$ cat src/rtl/cpu_pkg.sv
// Shared widths, branch-select encodings and fetch FSM states for the CPU front end.
package cpu_pkg;

  localparam int ADDR_W  = 16;
  localparam int INSTR_W = 17;

  localparam logic [1:0] BS_NONE = 2'b00;
  localparam logic [1:0] BS_COND = 2'b01;
  localparam logic [1:0] BS_JR   = 2'b10;
  localparam logic [1:0] BS_REL  = 2'b11;

  typedef enum logic [1:0] {
    IDLE  = 2'd0,
    FETCH = 2'd1,
    HOLD  = 2'd2
  } fetch_state_e;

endpackage

$ cat src/rtl/pc_next_logic.sv
// Combinational branch resolution: decides whether execute redirects the PC and where to.
module pc_next_logic
  import cpu_pkg::*;
(
  input  logic              br_valid_i,
  input  logic [1:0]        bs_i,
  input  logic              ps_i,
  input  logic              zero_i,
  input  logic [ADDR_W-1:0] br_pc_i,
  input  logic [ADDR_W-1:0] br_offset_i,
  input  logic [ADDR_W-1:0] jr_addr_i,
  output logic              redirect_o,
  output logic [ADDR_W-1:0] target_o
);

  logic [ADDR_W-1:0] rel_target_s;

  assign rel_target_s = br_pc_i + br_offset_i;

  // PS flips the sense of the Z test: PS=0 branches on zero, PS=1 on non-zero.
  always_comb begin
    redirect_o = 1'b0;
    target_o   = rel_target_s;
    case (bs_i)
      BS_NONE: begin
        redirect_o = 1'b0;
        target_o   = rel_target_s;
      end
      BS_COND: begin
        redirect_o = br_valid_i & (zero_i ^ ps_i);
        target_o   = rel_target_s;
      end
      BS_JR: begin
        redirect_o = br_valid_i;
        target_o   = jr_addr_i;
      end
      BS_REL: begin
        redirect_o = br_valid_i;
        target_o   = rel_target_s;
      end
      default: begin
        redirect_o = 1'b0;
        target_o   = rel_target_s;
      end
    endcase
  end

endmodule

$ cat src/rtl/inst_fetch.sv
// Instruction fetch stage: sequential PC, single-entry instruction register and
// branch redirect handling, including discard of a fetch already in flight.
module inst_fetch
  import cpu_pkg::*;
(
  input  logic               clk,
  input  logic               rst_n,
  output logic               imem_req,
  output logic [ADDR_W-1:0]  imem_addr,
  input  logic               imem_ack,
  input  logic [INSTR_W-1:0] imem_rdata,
  output logic [INSTR_W-1:0] instr_out,
  output logic [ADDR_W-1:0]  instr_pc,
  output logic               instr_valid,
  input  logic               decode_ready,
  input  logic               br_valid,
  input  logic [1:0]         BS,
  input  logic               PS,
  input  logic               zero,
  input  logic [ADDR_W-1:0]  br_pc,
  input  logic [ADDR_W-1:0]  br_offset,
  input  logic [ADDR_W-1:0]  jr_addr
);

  fetch_state_e       state_q, state_d;
  logic [ADDR_W-1:0]  pc_q, pc_d;
  logic [INSTR_W-1:0] instr_q, instr_d;
  logic [ADDR_W-1:0]  ipc_q, ipc_d;
  logic               valid_q, valid_d;
  logic               discard_q, discard_d;
  logic [ADDR_W-1:0]  tgt_q, tgt_d;
  logic               redirect_s;
  logic [ADDR_W-1:0]  target_s;

  pc_next_logic u_pc_next_logic (
    .br_valid_i  (br_valid),
    .bs_i        (BS),
    .ps_i        (PS),
    .zero_i      (zero),
    .br_pc_i     (br_pc),
    .br_offset_i (br_offset),
    .jr_addr_i   (jr_addr),
    .redirect_o  (redirect_s),
    .target_o    (target_s)
  );

  assign imem_req    = (state_q == FETCH);
  assign imem_addr   = pc_q;
  assign instr_out   = instr_q;
  assign instr_pc    = ipc_q;
  assign instr_valid = valid_q;

  // Next-state and datapath update for the fetch FSM.
  always_comb begin
    state_d   = state_q;
    pc_d      = pc_q;
    instr_d   = instr_q;
    ipc_d     = ipc_q;
    valid_d   = valid_q;
    discard_d = discard_q;
    tgt_d     = tgt_q;
    case (state_q)
      IDLE: begin
        state_d = FETCH;
        if (redirect_s) begin
          pc_d = target_s;
        end else begin
          pc_d = pc_q;
        end
      end
      FETCH: begin
        if (imem_ack) begin
          if (discard_q || redirect_s) begin
            // Stale or superseded fetch: drop the data and refetch from the target.
            pc_d      = redirect_s ? target_s : tgt_q;
            discard_d = 1'b0;
          end else begin
            instr_d = imem_rdata;
            ipc_d   = pc_q;
            pc_d    = pc_q + 16'd1;
            valid_d = 1'b1;
            state_d = HOLD;
          end
        end else if (redirect_s) begin
          discard_d = 1'b1;
          tgt_d     = target_s;
        end else begin
          discard_d = discard_q;
        end
      end
      HOLD: begin
        if (redirect_s) begin
          pc_d    = target_s;
          valid_d = 1'b0;
          state_d = FETCH;
        end else if (valid_q && decode_ready) begin
          valid_d = 1'b0;
          state_d = FETCH;
        end else begin
          state_d = HOLD;
        end
      end
      default: begin
        state_d = IDLE;
      end
    endcase
  end

  // State and datapath registers.
  always_ff @(posedge clk or negedge rst_n) begin
    if (!rst_n) begin
      state_q   <= IDLE;
      pc_q      <= 16'd0;
      instr_q   <= 17'd0;
      ipc_q     <= 16'd0;
      valid_q   <= 1'b0;
      discard_q <= 1'b0;
      tgt_q     <= 16'd0;
    end else begin
      state_q   <= state_d;
      pc_q      <= pc_d;
      instr_q   <= instr_d;
      ipc_q     <= ipc_d;
      valid_q   <= valid_d;
      discard_q <= discard_d;
      tgt_q     <= tgt_d;
    end
  end

endmodule

$ cat config.mk
export PLATFORM = sky130hd
export DESIGN_NAME = inst_fetch
export DESIGN_NICKNAME = d
export VERILOG_FILES = /design/src/rtl/cpu_pkg.sv /design/src/rtl/pc_next_logic.sv /design/src/rtl/inst_fetch.sv
export SDC_FILE = /design/constraint.sdc
export NUM_CORES = 1
export LEC_CHECK = 0
export CORE_MARGIN = 5
export CORE_UTILIZATION = 48
export DETAILED_ROUTE_END_ITERATION = 10
export PLACE_DENSITY = 0.82
export SKIP_LAST_GASP = 1
export SLEW_MARGIN = 20
export SYNTH_ARGS = -nofsm -noshare
export SYNTH_HDL_FRONTEND = slang
export SYNTH_SLANG_ARGS = --single-unit
$ cat constraint.sdc
create_clock -name clk -period 2.3 [get_ports clk]
set_input_delay 0.23 -clock clk [delete_from_list [all_inputs] [get_ports clk]]
set_output_delay 0.23 -clock clk [all_outputs]
set_load 0.005 [all_outputs]
Yosys cells after proc, flatten, opt, wreduce, memory -nomap -nowiden
Index checks and enable logic that the tools add are counted.
{ "totals": {"reg_bits": 69, "inputBits": 74, "out_inout_bits": 51, "word_cells": 59} }
{ "op_classes": {"addsub": 2, "n_eq_ne": 10, "muxes": 20, "bitwise": 4, "n_reduce_logical": 16} }
{ "op_table": {"columns": ["cell", "n"], "rows": [
  ["$mux 16", 4],
  ["$pmux 16 s2", 2],
  ["$add 16x1->16 const B", 1],
  ["$add 16x16->16", 1],
  ["$reduce_and 3->1", 3],
  ["$mux 2", 4],
  ["$mux 1", 7],
  ["$eq 2x2->1 const B", 3],
  ["$ne 2x1->1 const B", 3],
  ["$pmux 2 s3", 1],
  ["$reduce_bool 2->1", 3],
  ["$eq 2x1->1 const B", 2],
  ["$logic_not 2->1", 2],
  ["$reduce_and 2->1", 2],
  ["$reduce_and 4->1", 1],
  ["$reduce_or 2->1", 2],
  ["$ne 3x3->1 const B", 1],
  ["$pmux 1 s3", 1],
  ["$reduce_or 3->1", 1],
  ["$ne 2x2->1 const B", 1],
  ["$not 1->1", 2],
  ["$pmux 1 s2", 1],
  ["$and 1x1->1", 1],
  ["$logic_and 1x1->1", 1],
  ["2 further kinds", 2]
]} }

Depth between registers and ports, before layout
{ "logic_depth": {"depth_word": 7, "ltp_mapped": 9, "ltp_nobuf": 9} }

By module
From an unflattened synthesis, not the netlist that was laid out.
{ "hier_totals": {"cells_unflattened": 497, "hier_area_um2": 4349.2} }
{ "modules_own_cells": {"columns": ["mod", "n_inst", "cells_per_inst", "area_per_inst_um2", "seq_area_each_um2"], "rows": [
  ["inst_fetch", 1, 347, 3387.0, 1726.7],
  ["pc_next_logic", 1, 150, 962.2, 0.0]
]} }

Least setup slack after synthesis
Ideal clock, no wire load.
{ "synth_path": {"path_type": "input port to flip-flop", "start": "input port br_pc[0]", "end": "register pc_q[14], in the netlist imem_addr[14]", "setup_ns": 0.092, "arrival_ns": 2.173, "required_ns": 2.208, "path_slack_ns": 0.035, "stages": 9, "n_path_buf": 0, "path_cell_list": "ha_1 fa_1 a211oi_1 o21ai_1 a2111o_1 nand2_2 mux2i_1 and2_4 o31ai_2"} }
{ "synth_via": {"elab_chain_cells": 6, "elab_cells_between_ends": 7, "classes_between": "add/sub (1); mux (6)"} }
{ "synth_lines": {"columns": ["item", "line", "text"], "rows": [
  ["from (decl)", "inst_fetch.sv:20", "input logic [ADDR_W-1:0] br_pc,"],
  ["$add 16x16->16 *", "pc_next_logic.sv:18", "assign rel_target_s = br_pc_i + br_offset_i;"],
  ["$pmux 16 s2 *", "pc_next_logic.sv:24", "case (bs_i)"],
  ["$mux 16", "inst_fetch.sv:65, inst_fetch.sv:92", null],
  ["$mux 16", "inst_fetch.sv:73", "if (discard_q || redirect_s) begin"],
  ["$mux 16", "inst_fetch.sv:72", "if (imem_ack) begin"],
  ["$pmux 16 s2 *", "inst_fetch.sv:62", "case (state_q)"],
  ["to (signal assigned)", "inst_fetch.sv:121", "pc_q <= pc_d;"],
  ["to (decl)", "inst_fetch.sv:26", "logic [ADDR_W-1:0] pc_q, pc_d;"]
]} }
Mark *: on every way between the ends. The rest lies on a longest branch, timed or not. The select of a mux whose other input is x is not followed.
A chain may end at the register's enable or synchronous reset.

Worst setup path in the final report
{ "layout_path": {"start": "input port br_offset[1]", "end": "register pc_q[14], in the netlist imem_addr[14]"} }
{ "layout_via": {"elab_chain_cells": 6, "elab_cells_between_ends": 7, "classes_between": "add/sub (1); mux (6)"} }
{ "layout_lines": {"columns": ["item", "line", "text"], "rows": [
  ["from (decl)", "inst_fetch.sv:21", "input logic [ADDR_W-1:0] br_offset,"],
  ["$add 16x16->16 *", "pc_next_logic.sv:18", null],
  ["$pmux 16 s2 *", "pc_next_logic.sv:24", null],
  ["$mux 16", "inst_fetch.sv:65, inst_fetch.sv:92", null],
  ["$mux 16", "inst_fetch.sv:73", null],
  ["$mux 16", "inst_fetch.sv:72", null],
  ["$pmux 16 s2 *", "inst_fetch.sv:62", null]
]} }
Marks and branches as above.

==> impl_metrics.yaml <==
route:
  avgViaCountPerCell: 5.66
  finalWirelength_um: 11700
  drc: 0
  drt_pre_antenna_iters: 5
  vias: 4128
  drtIter0Drc: 323
  avgRoutedWirePerCell_um: 16.1
  ant_nets: 0
critical_path:
  max_stage_delay_ps: 450
  slowest_stage: "clkdlybuf4s50_1"
  crit_fanout: 3
  cp_data_arrival_time_ps: 2390
  worstPathRequired_ps: 2520
  crit_type: "primary input to flop"
  start_kind: "primary input"
  cp_cell_sequence: "clkdlybuf4s50_1 > fa_2 > a211oi_4 > o21ai_2 > a2111o_1 > nand2_2 > mux2i_1 > and2_4 > o31ai_2"
  rr_worst_depth: 7
  endpoint_kind: "flop"
pwr:
  p_int_mw: 4.39
  p_sw_mw: 2.41
  powerDensity_nw_per_um2: 1100
  p_clk_frac: 0.151
  leakage_nw: 2.66
  p_seq_frac: 0.343
  switching_share: 0.355
  power_mw: 6.81
  comb_power_share: 0.507
  vdd_drop_max_mv: 0.506
die:
  die_w_um: 104
  rows: 34
  initial_core_util: 0.489
  die_h_um: 104
  pin_count: 125
  core-area_um2: 8680
  die_area_um2: 10800
timing:
  relSlewSlack: 0.628
  drv_slew: 0
  fin_tns_setup_ps: 0
  min_period_ps: 2180
  max_freq_mhz: 460
  hold_viol: 0
  finalClockSkew_ps: 7.85
  worst_pin_slew_ps: 557
  fin_crit_sh: 0.946
  rsz0062_at_grt: "yes"
  setup_viol: 0
synth:
  synth-edff-count: 0
  ys_seq_elements: 69
  synthCells: 454
  synth-seq-area-share: 0.407
  yosys_warnings: 0
  yosys_most_used_dff: "dfrtp_1"
  synth_cell_types: 63
  syn_avg_cell_area_um2: 9.34
  syn-num-nets: 545
  syn_area_um2: 4240
  synth_async_sr_flop_share: 1.00
global_route:
  grt_max_degree: 46
  grt_first_pass_wirelength_um: 19800
  grt_pass1_vias: 4125
  overflow: 0
  grt.total_usage: 0.217
  antenna_found_initial: 0
layout:
  drive_gt1_frac: 0.195
  layout_commonest_cell: "clkdlybuf4s50_1"
  finalNonFillerCells: 729
  finalInstanceArea_um2: 6180
  most-common-layout-cells: "clkdlybuf4s50_1, dfrtp_1, nand2_1"
  n_antenna_cell: 0
  final_nets: 707
  syn2layout_area_growth_pct: 45.6
clocking:
  tritoncts: "done"
  numCtsBuffers: 9
  clock_latency_ps: 340
  path_clk_slew_ps: 70
  cts_root_buf: "clkbuf_8"
  clock_tree.buffer_depth: 2
  cts_num_sinks: 69
  htree_levels: 3
worst_hold_path:
  hold_class: "primary input to async pin"
place:
  portBuffers: 124
  gp_congestion: 0.888
  dpl_cell_area_um2: 5890
  dp_cells: 712
  hpwl_um: 9160
flow_run:
  maxCapViolCount: 0
run_status:
  status: "completed"
power by group through the flow:
stage,clock (mW),sequential (mW),combinational (mW)
after CTS,1.04,2.32,3.44
after detailed placement,0,2.35,3.41
after global routing,1.10,2.41,3.79
after floorplan,0,2.26,1.76
after global placement,0,2.30,3.32
final,1.03,2.33,3.45
logic make-up after synthesis:
logic type / count (synthesis) / synth area share
flops: 69 / 0.407
mux: 43 / 0.112
xor+xnor: 25 / 0.0516
fa+ha+maj: 17 / 0.0519
compound gates: 131 / 0.191
buf+inv: 26 / 0.0277
simple gates: 143 / 0.158
critical path: cells and delay by family:
family	cells	cell delay (ps)
AO/OA/AOI/OAI	4	880
adder cells (fa/ha/maj)	1	390
buffers and inverters	1	450
multiplexers	1	200
AND/OR/NAND/NOR	2	240
metrics by stage:
| stage | worst slack, ps | hold WS (ps) | utilization |
|---|---|---|---|
| finish | 125 | 411 | 0.712 |
| global route | -16.9 | 464 | 0.712 |
| CTS | 0.988 | 423 | 0.706 |
| detailed placement | -541 | 253 | 0.679 |
| global placement | -500 | 242 | 0.679 |
| floorplan | 35.0 | -65.6 | - |
flip-flops by register name (all words and copies together), names as in the netlist:
name / flops
instr_out: 17
discard_q: 1
imem_addr: 16
instr_pc: 16
state_q: 2
tgt_q: 16
instr_valid: 1
repair_timing:
action / in CTS / in global routing
hold buffers: 1 / 0
pin swaps: 2 / 6
cloned: 0 / 0
hold endpoints to repair: 24 / 0
buffers inserted: 0 / 0
endpoints found under the setup margin: 7 / 9
gates resized for setup: 4 / 12
per-layer routing:
layer / up-vias / track usage / part of all wire
met2: 195 / 0.353 / 0.46
met3: 20 / 0.0590 / 0.090
met5: - / 0 / 0
li1: 1978 / - / -
met1: 1935 / 0.286 / 0.43
met4: 0 / 0.0574 / 0.017
Yosys cell counts, types with 5 or more instances:
cell type  count  area (um^2)
clkbuf_1      13         48.8
a21oi_1       33          165
buf_2          5         25.0
xor2_1        12          105
nor3_1         5         25.0
nor2_1        32          120
xnor2_1       13          114
mux2_2        37          417
o22ai_1        7         43.8
nand4_1        7         43.8
mux2i_1        6         60.1
ha_1          16          200
dfrtp_1       69         1730
nand2b_1       6         37.5
a21o_1         8         60.1
nand3_1       16         80.1
nand2_1       55          206
o21ai_0       41          205
a31oi_1        7         43.8
area by class of cell:
type                    instances  area, um^2
well taps                     108         135
clock inverters                 4        45.0
fillers                       645        2500
multi-input cells             359        2450
repair buffers                172        1630
flip-flops and latches         69        1730
inverters                       5        18.8
clock buffers                  12         165
final timing paths:
check                                   from            end  slack, ps
worst max register to register  imem_addr[4]  imem_addr[13]        210
worst min-delay path                   rst_n  instr_out[16]        410
worst max-delay path            br_offset[1]  imem_addr[14]        120
max in group asynchronous              rst_n  instr_out[14]       1250
worst min register to register  instr_pc[14]   instr_pc[14]        480
min in group clk                instr_pc[14]   instr_pc[14]        480
No activity file was read; power rests on OpenSTA's default activity.
